$ cat src/rtl/imem_read_responder_if.sv
// imem_read_responder_if: fetch-side request/response and memory-side burst read bus
interface imem_read_responder_if #(
  parameter int ADDR_WIDTH = 64,
  parameter int DATA_WIDTH = 64
);
  logic [ADDR_WIDTH-1:0] S_R_ADDR;
  logic                  S_R_ADDR_VALID;
  logic [31:0]           S_R_DATA;
  logic                  S_R_DATA_VALID;
  logic                  invalidate;
  logic [ADDR_WIDTH-1:0] M_R_ADDR;
  logic                  M_R_ADDR_VALID;
  logic                  M_R_ADDR_READY;
  logic [DATA_WIDTH-1:0] M_R_DATA;
  logic                  M_R_DATA_VALID;
  logic                  M_R_LAST;
  logic                  fill_error;
  modport slave (
    input  S_R_ADDR, S_R_ADDR_VALID, invalidate, M_R_ADDR_READY, M_R_DATA, M_R_DATA_VALID, M_R_LAST,
    output S_R_DATA, S_R_DATA_VALID, M_R_ADDR, M_R_ADDR_VALID, fill_error
  );
  modport master (
    output S_R_ADDR, S_R_ADDR_VALID, invalidate, M_R_ADDR_READY, M_R_DATA, M_R_DATA_VALID, M_R_LAST,
    input  S_R_DATA, S_R_DATA_VALID, M_R_ADDR, M_R_ADDR_VALID, fill_error
  );
endinterface

$ cat src/rtl/imem_read_responder.sv
// imem_read_responder: single-line instruction buffer, zero-latency hits, burst refill on miss
module imem_read_responder #(
  parameter int ADDR_WIDTH  = 64,
  parameter int DATA_WIDTH  = 64,
  parameter int BUFFER_SIZE = 512
) (
  input  logic                clk,
  input  logic                reset,
  imem_read_responder_if.slave bus
);
  localparam int BEATS = BUFFER_SIZE / DATA_WIDTH;
  localparam int BW    = $clog2(BEATS);
  localparam int OFF   = $clog2(BUFFER_SIZE / 8);
  localparam int TW    = ADDR_WIDTH - OFF;
  typedef enum logic [1:0] {IDLE, REQ, FILL} state_t;
  state_t                 state_q;
  logic [BUFFER_SIZE-1:0] line_q;
  logic [TW-1:0]          line_tag_q, fill_tag_q, tag;
  logic [OFF-3:0]         word;
  logic [BW-1:0]          beat_cnt_q;
  logic [ADDR_WIDTH-1:0]  m_addr_q;
  logic                   line_valid_q, fill_kill_q, m_addr_valid_q, fill_error_q;
  logic                   match, hit, last_beat;
  // address decode and hit detection; hits are answered in the same cycle
  always_comb begin
    tag       = bus.S_R_ADDR[ADDR_WIDTH-1:OFF];
    word      = bus.S_R_ADDR[OFF-1:2];
    match     = line_valid_q && line_tag_q == tag;
    hit       = state_q == IDLE && bus.S_R_ADDR_VALID && match && !bus.invalidate;
    last_beat = beat_cnt_q == BW'(BEATS - 1);
  end
  assign bus.S_R_DATA_VALID = hit;
  assign bus.S_R_DATA       = hit ? line_q[word*32 +: 32] : 32'd0;
  assign bus.M_R_ADDR       = m_addr_q;
  assign bus.M_R_ADDR_VALID = m_addr_valid_q;
  assign bus.fill_error     = fill_error_q;
  // refill FSM: request the line, collect beats in order, validate only a clean, unkilled burst
  always_ff @(posedge clk) begin
    if (reset) begin
      state_q        <= IDLE;
      line_valid_q   <= 1'b0;
      fill_kill_q    <= 1'b0;
      beat_cnt_q     <= '0;
      m_addr_q       <= '0;
      m_addr_valid_q <= 1'b0;
      fill_error_q   <= 1'b0;
    end else begin
      fill_error_q <= 1'b0;
      case (state_q)
        IDLE: begin
          if (bus.invalidate) line_valid_q <= 1'b0;
          else if (bus.S_R_ADDR_VALID && !match) begin
            fill_tag_q     <= tag;
            fill_kill_q    <= 1'b0;
            beat_cnt_q     <= '0;
            m_addr_q       <= {tag, {OFF{1'b0}}};
            m_addr_valid_q <= 1'b1;
            state_q        <= REQ;
          end
        end
        REQ: begin
          if (bus.invalidate) fill_kill_q <= 1'b1;
          if (bus.M_R_ADDR_READY) begin
            m_addr_valid_q <= 1'b0;
            state_q        <= FILL;
          end
        end
        FILL: begin
          if (bus.invalidate) fill_kill_q <= 1'b1;
          if (bus.M_R_DATA_VALID) begin
            line_q[beat_cnt_q*DATA_WIDTH +: DATA_WIDTH] <= bus.M_R_DATA;
            beat_cnt_q   <= beat_cnt_q + 1'b1;
            line_valid_q <= 1'b0;
            if (bus.M_R_LAST && last_beat) begin
              line_tag_q   <= fill_tag_q;
              line_valid_q <= !(fill_kill_q || bus.invalidate);
              state_q      <= IDLE;
            end else if (bus.M_R_LAST || last_beat) begin
              fill_error_q <= 1'b1;
              state_q      <= IDLE;
            end
          end
        end
        default: state_q <= IDLE;
      endcase
    end
  end
endmodule

$ cat src/flat_wrapper.sv
// flat-port wrapper written by rule: the top's interface ports become plain ports
module imem_read_responder_flat 
#(
  parameter int ADDR_WIDTH  = 64,
  parameter int DATA_WIDTH  = 64,
  parameter int BUFFER_SIZE = 512
)
  (clk, reset, bus_S_R_ADDR, bus_S_R_ADDR_VALID, bus_invalidate, bus_M_R_ADDR_READY, bus_M_R_DATA, bus_M_R_DATA_VALID, bus_M_R_LAST, bus_S_R_DATA, bus_S_R_DATA_VALID, bus_M_R_ADDR, bus_M_R_ADDR_VALID, bus_fill_error);
  imem_read_responder_if #(.ADDR_WIDTH(ADDR_WIDTH), .DATA_WIDTH(DATA_WIDTH)) bus_i ();
  input  logic clk;
  input  logic reset;
  input wire logic [$bits(bus_i.S_R_ADDR)-1:0] bus_S_R_ADDR;
  input wire logic [$bits(bus_i.S_R_ADDR_VALID)-1:0] bus_S_R_ADDR_VALID;
  input wire logic [$bits(bus_i.invalidate)-1:0] bus_invalidate;
  input wire logic [$bits(bus_i.M_R_ADDR_READY)-1:0] bus_M_R_ADDR_READY;
  input wire logic [$bits(bus_i.M_R_DATA)-1:0] bus_M_R_DATA;
  input wire logic [$bits(bus_i.M_R_DATA_VALID)-1:0] bus_M_R_DATA_VALID;
  input wire logic [$bits(bus_i.M_R_LAST)-1:0] bus_M_R_LAST;
  output wire logic [$bits(bus_i.S_R_DATA)-1:0] bus_S_R_DATA;
  output wire logic [$bits(bus_i.S_R_DATA_VALID)-1:0] bus_S_R_DATA_VALID;
  output wire logic [$bits(bus_i.M_R_ADDR)-1:0] bus_M_R_ADDR;
  output wire logic [$bits(bus_i.M_R_ADDR_VALID)-1:0] bus_M_R_ADDR_VALID;
  output wire logic [$bits(bus_i.fill_error)-1:0] bus_fill_error;
  assign bus_i.S_R_ADDR = bus_S_R_ADDR;
  assign bus_i.S_R_ADDR_VALID = bus_S_R_ADDR_VALID;
  assign bus_i.invalidate = bus_invalidate;
  assign bus_i.M_R_ADDR_READY = bus_M_R_ADDR_READY;
  assign bus_i.M_R_DATA = bus_M_R_DATA;
  assign bus_i.M_R_DATA_VALID = bus_M_R_DATA_VALID;
  assign bus_i.M_R_LAST = bus_M_R_LAST;
  assign bus_S_R_DATA = bus_i.S_R_DATA;
  assign bus_S_R_DATA_VALID = bus_i.S_R_DATA_VALID;
  assign bus_M_R_ADDR = bus_i.M_R_ADDR;
  assign bus_M_R_ADDR_VALID = bus_i.M_R_ADDR_VALID;
  assign bus_fill_error = bus_i.fill_error;
  imem_read_responder #(.ADDR_WIDTH(ADDR_WIDTH), .DATA_WIDTH(DATA_WIDTH), .BUFFER_SIZE(BUFFER_SIZE)) u_core (.clk(clk), .reset(reset), .bus(bus_i));
endmodule
$ cat config.mk
export PLATFORM = sky130hd
export DESIGN_NAME = imem_read_responder_flat
export DESIGN_NICKNAME = d
export VERILOG_FILES = /design/src/rtl/imem_read_responder_if.sv /design/src/rtl/imem_read_responder.sv /design/src/flat_wrapper.sv
export SDC_FILE = /design/constraint.sdc
export NUM_CORES = 1
export LEC_CHECK = 0
export ABC_AREA = 1
export BUFFER_PORTS_ARGS = -buffer_cell sky130_fd_sc_hd__buf_2
export CAP_MARGIN = 20
export CORE_MARGIN = 4
export CORE_UTILIZATION = 45
export CTS_CLUSTER_DIAMETER = 80
export DETAILED_ROUTE_END_ITERATION = 12
export PLACE_DENSITY = 0.66
export SLEW_MARGIN = 20
export SYNTH_ARGS = -nofsm -noshare
export SYNTH_HDL_FRONTEND = slang
export SYNTH_SLANG_ARGS = --single-unit
$ cat constraint.sdc
create_clock -name clk -period 11.95 [get_ports clk]
set_clock_uncertainty 0.05 [all_clocks]
set_input_delay 0.5975 -clock clk [delete_from_list [all_inputs] [get_ports clk]]
set_output_delay 0.5975 -clock clk [all_outputs]
set_load 0.01 [all_outputs]
==> results of run 1 <==
==> power by group <==
group          switching (uW)  leakage [uW]  internal, uW
Combinational             812       0.00654           198
Sequential               17.7       0.00584          2710
Clock                     972       0.00124          1430
==> final timing paths <==
kind                                                         from                              end  cells past startpoint
worst max register to register  u_core.beat_cnt_q[1]$_SDFFE_PP0P_     u_core.line_q[288]$_DFFE_PP_                     12
worst min-delay path                             bus_S_R_ADDR[57]  u_core.fill_tag_q[51]$_DFFE_PP_                      1
worst max-delay path                              bus_S_R_ADDR[2]                 bus_S_R_DATA[12]                      9
worst min register to register    u_core.fill_tag_q[36]$_DFFE_PP_  u_core.line_tag_q[36]$_DFFE_PP_                      0
==> metrics by stage <==
| stage | power (uW) | setup WS [ps] | utilization [%] |
|---|---|---|---|
| after floorplan | 3390 | 4610 | - |
| after global placement | 3760 | 7320 | 48.0 |
| after detailed placement | 3780 | 7310 | 48.0 |
| after CTS | 6180 | 7320 | 51.7 |
| after global routing | 6380 | 6970 | 51.7 |
| final | 6140 | 7280 | 51.8 |
==> state kept, by name (all words and copies together), names as in the netlist <==
| signal | cells |
|---|---|
| u_core.line_q | 512 |
| u_core.bus.M_R_ADDR | 58 |
| u_core.fill_tag_q | 58 |
| u_core.line_tag_q | 58 |
| u_core.beat_cnt_q | 3 |
| u_core.state_q | 2 |
| u_core.bus.M_R_ADDR_VALID | 1 |
| u_core.bus.fill_error | 1 |
| u_core.fill_kill_q | 1 |
| u_core.line_valid_q | 1 |
==> Yosys cell counts, drive strengths merged, types with 64 or more instances <==
cell type  instances
inv              347
nand2            413
buf              109
o21ai            321
nand3             98
a21oi            221
dfxtp             67
clkbuf            87
mux2              64
mux2i             64
edfxtp           628
nor2             610
==> routing by layer <==
| metal | vias to the layer above | share of wire [%] | wire length, um |
|---|---|---|---|
| met1 | 10600 | 42 | 35100 |
| met5 | - | 0.016 | 13 |
| met3 | 130 | 8.2 | 6820 |
| met4 | 2 | 2.1 | 1770 |
| met2 | 812 | 47 | 39100 |
| li1 | 10600 | - | - |
==> area by class of cell <==
cell class              count  share of cell area [%]
clock buffers              92                    5.69
clock inverters            47                    1.51
multi-input cells        1843                    25.2
diodes                      6                  0.0422
flip-flops and latches    695                    56.7
repair buffers            257                    3.91
inverters                 349                    3.69
well taps                 931                    3.27
==> cell usage in the layout (no fill, tap or decap), types with 2 or more instances in the layout <==
cell        count
inv_2          13
buf_4          32
diode_2         6
buf_2         223
clkbuf_16      79
nor3_1          2
clkbuf_1       13
a21oi_1       220
clkinvlp_4      7
a31oi_1         7
mux2i_1        64
nor2_2          2
dfxtp_1        66
clkinv_1       12
ha_1            8
inv_1         333
nor2_1        604
bufinv_16      10
clkinv_4        2
mux2_2         64
o21ai_0       241
clkinv_8        2
nor2_4          4
a211oi_2        7
o21ai_1        80
inv_6           2
clkinv_2       14
nand4_1         2
nand2_1       408
nor3_2          6
xnor2_1         8
conb_1          6
edfxtp_1      628
nand3_1        97
nand2_2         4
==> cell families after synthesis <==
family	Yosys count	share of synthesized area, %
and+or+nand+nor	1134	14.1
other	1	0.0120
DFF	695	64.4
muxes	128	4.34
buffers and inverters	545	7.38
adders and majority gates	10	0.399
AOI/OAI and AO/OA	556	9.08
xor gates and xnor gates	9	0.251
==> worst max-delay path, stage by stage <==
cell	delay, ps
buf_8	470
buf_12	720
buf_4	800
mux2_2	410
o21ai_0	200
nor2_1	60
a31oi_1	200
a211oi_2	120
buf_2	220
==> out/qor.txt, run 1 <==
Fmax - 0.214 GHz
Number of H-tree levels - 3
Slew @ Worst Pin - 1150 ps
WS Path Type - input pin to output port
CTS tree - built
Final period util - 39.1%
Synth-to-Final Area Change - 13.6%
All-Layer GR Usage - 22.0%
CP Capture Type - output port
Fin cells - 4,220
Initial core utilization - 45.5%
Average via count per standard cell - 5.24
Yosys cell types - 34
Worst-path maximum fanout - 203
Initial antenna violation count - 11
Register-to-register setup slack - 7680 ps
Buffers inserted by post-CTS timing repair - 0
Final instance area - 35,600 um2
Setup crit start kind - input pin
Cell taking the most area after synthesis - edfxtp_1
CTS Buffer Depth - 3
DRC - 0
Post-cts sizing count - 0
Arr. time, crit path - 4020 ps
DIE AREA - 74,000 um2
Mapped Area - 31,400 um2
Vias in the first global route - 21,500
Max-slew violations - 0
Setup total negative slack - 0 ps
PD cells - 172 nW/um2
Core ar. - 68,800 um2
Min-Delay Path Class - input pin to register
Top cells by area, synth - edfxtp_1 60%, nor2_1 7.3%, nand2_1 4.9%
Clk pin slew, worst setup/hold paths - 50 ps
# rows - 96
Total Wirelength - 82.8 mm
Synth async-reset ratio - 0%
Most Used Layer, Global Route - met2
Met3 Track Usage GR - 3.63%
Multi-input gate area - 8970 um2
Slew Limit Headroom - 23.3%
Routed length per instance - 19.6 um
Top cell type's share of synthesized area - 60.2%
Cells after Synth - 3,078
Synth Warn # - 0
Final nets - 3,366
I/O Buffers - 225
CP Data Required Time - 11,300 ps
Max cap viols - 0
LEAKAGE - 0.0136 uW
Hold_buf cts - 0
Global route overflow - 0
Tmin final - 4670 ps
Starting DRT DRC Count - 2,168
Top_reg_cell synth - edfxtp_1
Chip width - 272 um
Sequential area share after synthesis - 64.4%
Hold Fails Final Rpt - 0
Router iterations before antenna repair - 6
DP Area - 33,000 um2
Vias - 22,100
Storage element area - 20,200 um2
Global-route met2 utilization - 36.0%
Post-synth EDFFs - 628
CTS buffer count - 75
Layout cells sized above 1 - 14.7%
Worst-Skew Late Latency - 600 ps
RSZ-0062 raised after global routing - no
Yosys reg bits - 695
I/O pin cnt - 234
Post-route antenna net violation count - 0
Status - completed
Largest net degree at the start of global routing - 204
Syn_area_per_cell - 10.2 um2
Placed cells - 4,075
Root Driver - clkbuf_16
First-pass GRT wire length - 125 mm
Fillers - 6,178
Final Wtd Congestion - 0.787
Hold_ws - 142 ps
Die H - 272 um
Post-DP HPWL - 46.2 mm
Worst VDD drop - 0.000274 V
TritonCTS Sinks - 695
Met1 usage - 30.3%
Final setup vio count - 0
Note: power is estimated with default switching activity, not from simulation.
==> run 2: changes to the inputs <==
==> constraint.sdc (replaced) <==
create_clock -name clk -period 4.6 [get_ports clk]
set_clock_uncertainty 0.05 [all_clocks]
set_input_delay 0.23 -clock clk [delete_from_list [all_inputs] [get_ports clk]]
set_output_delay 0.23 -clock clk [all_outputs]
set_load 0.01 [all_outputs]
==> run 2 against run 1 <==
Die area is the same; count of clock-buffer cells in the layout is the same; core utilization grew 1.8 points; critical path depth grew 3; largest cell class unchanged; largest power group unchanged.
==> out/qor.txt, run 2 (synthesis results as in run 1) <==
Slew Limit Headroom - 27.3% (+4.1 points)
Final instance area - 36,900 um2 (+3.5%)
Total Wirelength - 86.8 mm (+4.9%)
Starting DRT DRC Count - 2,000 (-7.7%)
Average via count per standard cell - 5.26 (+0.42%)
Largest net degree at the start of global routing - 105 (-49%)
CP peak stage delay - 560 ps (-240 ps)
Max-slew violations - 0 (unchanged)
Fmax - 0.277 GHz
Critical path origin - u_core.line_tag_q[26]$_DFFE_PP_
Final setup vio count - 0 (unchanged)
LEAKAGE - 0.0142 uW (+4.2%)
Crit-path cells - inv_1 -> nand2_1 -> nand2_1 -> nand2_1 -> nor2_1 -> nand3_1 -> nor2_2 -> nand2_2 -> nor2_4 -> inv_2 -> a21oi_1 -> buf_2
Final nets - 3,506 (+4.2%)
CTS buffer count - 74 (-1.3%)
CP Capture Type - output port
Initial core utilization - 45.5% (unchanged)
Worst-Skew Late Latency - 600 ps (about the same)
Status - completed
Placed cells - 4,092 (+0.42%)
Worst path top cell family by delay - simple AND/OR/NAND/NOR gates
Setup total negative slack - 0 ps (unchanged)
Worst Min Path Start - bus_M_R_DATA[63]
Hold Fails Final Rpt - 0 (unchanged)
Worst VDD drop - 0.000340 V (+24%)
Most frequent cells in the layout - 628 x edfxtp_1, 604 x nor2_1, 408 x nand2_1, 333 x inv_1, 241 x o21ai_0
Layout cells sized above 1 - 14.1% (-0.55 points)
Tmin final - 3610 ps
Critical R2R Launch - u_core.beat_cnt_q[0]$_SDFFE_PP0P_
Initial antenna violation count - 7 (-4)
Die H - 272 um (unchanged)
Post-DP HPWL - 50.6 mm (+9.5%)
Slew @ Worst Pin - 1090 ps (-62.3 ps)
Fin cells - 4,352 (+3.1%)
# rows - 96 (unchanged)
PnR worst setup slack - 992 ps (-6290 ps)
Arr. time, crit path - 3330 ps (-690 ps)
First-pass GRT wire length - 131 mm (+4.2%)
I/O Buffers - 225 (unchanged)
DIE AREA - 74,000 um2 (unchanged)
Final Wtd Congestion - 0.818 (+4.0%)
Vias in the first global route - 22,600 (+4.7%)
Most common cell after layout, fill and taps aside - edfxtp_1
All-Layer GR Usage - 22.9% (+0.92 points)
Largest register by flop count - u_core.line_q
I/O pin cnt - 234 (unchanged)
Most common cell on crit path - nand2_1
Post-route antenna net violation count - 0 (unchanged)
Max reg flops - 512 (unchanged)
Vias - 22,900 (+3.6%)
TritonCTS Sinks - 695 (unchanged)
CP Data Required Time - 4320 ps (-6980 ps)
Number of H-tree levels - 3 (unchanged)
Final period util - 78.4%
Fillers - 5,940 (-3.9%)
WS Path Type - register to output port
Post-Place Setup Slack - 1530 ps (-5780 ps)
Buffers inserted by post-CTS timing repair - 0 (unchanged)
CTS tree - built
RSZ-0062 raised after global routing - no
Worst-path maximum fanout - 32 (-84%)
Router iterations before antenna repair - 5 (-1)
DP Area - 33,400 um2 (+0.98%)
Routed length per instance - 20.0 um (+1.7%)
Root Driver - clkbuf_16
CTS Buffer Depth - 3 (unchanged)
WP buf/inv - 3 (-1)
Slowest CP cell - a21oi_1
Max cap viols - 0 (unchanged)
PD cells - 424 nW/um2 (+150%)
DRC - 0 (unchanged)
Setup crit start kind - register
Min-Delay Path Class - input pin to register
Global route overflow - 0 (unchanged)
Clk pin slew, worst setup/hold paths - 60 ps (about the same)
Core ar. - 68,800 um2 (unchanged)
Synth-to-Final Area Change - 17.6%
Chip width - 272 um (unchanged)
run 2: cell types whose count changed in the layout (fill, tap and decap cells not counted), moves of 3 or more:
cell,change
nor3_4,+3
buf_12,+12
clkbuf_16,-4
buf_4,+5
inv_6,+3
bufinv_16,-7
clkinv_1,+7
clkinvlp_4,-6
nor3_2,-3
dlygate4sd3_1,+124
run 2: timing repair:
action | CTS | global route
hold buffers | 124 | 0
endpoints found under the hold margin | 477 | 0
resized for setup | 0 | 0
run 2: layer usage:
| metal | track usage (%) | part of all wire, % | up-vias |
|---|---|---|---|
| met5 | 0 | 0.015 | - |
| met1 | 30.6 | 42 | 11000 |
| li1 | - | - | 10900 |
| met3 | 3.64 | 7.5 | 147 |
| met4 | 7.20 | 2.4 | 2 |
| met2 | 38.6 | 48 | 901 |
run 2: worst reg2reg max path, delay by kind of cell (launching register included):
kind	cells	cell delay (ps)
and+or+nand+nor	2	240
adders and majority gates	2	500
buffers and inverters	2	1430
DFF	1	340
run 2: report_power, final:
group	switching [uW]	internal [uW]	leakage, uW
clock network	2490	3210	0.00111
registers	47.3	7030	0.00584
logic	2210	648	0.00723
total	4750	10900	0.0142
run 2: layout make-up:
| type | instances | area, um2 | share of cell area [%] |
|---|---|---|---|
| timing repair buffer | 398 | 2910 | 7.89 |
| clock inverter | 40 | 304 | 0.824 |
| multi-input combinational | 1843 | 9010 | 24.4 |
| sequential | 695 | 20200 | 54.8 |
| inverter | 349 | 1320 | 3.57 |
| antenna | 4 | 10.0 | 0.0271 |
| clock buffer | 92 | 1960 | 5.32 |
| tap | 931 | 1160 | 3.16 |
run 2: final timing paths:
| path | endpoint | slack, ps | cells past startpoint |
|---|---|---|---|
| min | u_core.line_q[447]$_DFFE_PP_ | 50 | 3 |
| max | bus_S_R_DATA[0] | 990 | 12 |
| max reg2reg | u_core.line_tag_q[44]$_DFFE_PP_ | 1580 | 6 |
| min reg2reg | u_core.line_tag_q[0]$_DFFE_PP_ | 360 | 0 |
run 2: through the flow:
step	power [uW]	hold slack, ps	utilization, %
6_report	15600	47.5	53.6
2_1_floorplan	8810	249	-
3_3_place_gp	9910	351	48.5
4_1_cts	15700	5.00	53.6
3_5_place_dp	9950	355	48.5
5_1_grt	16200	42.0	53.6
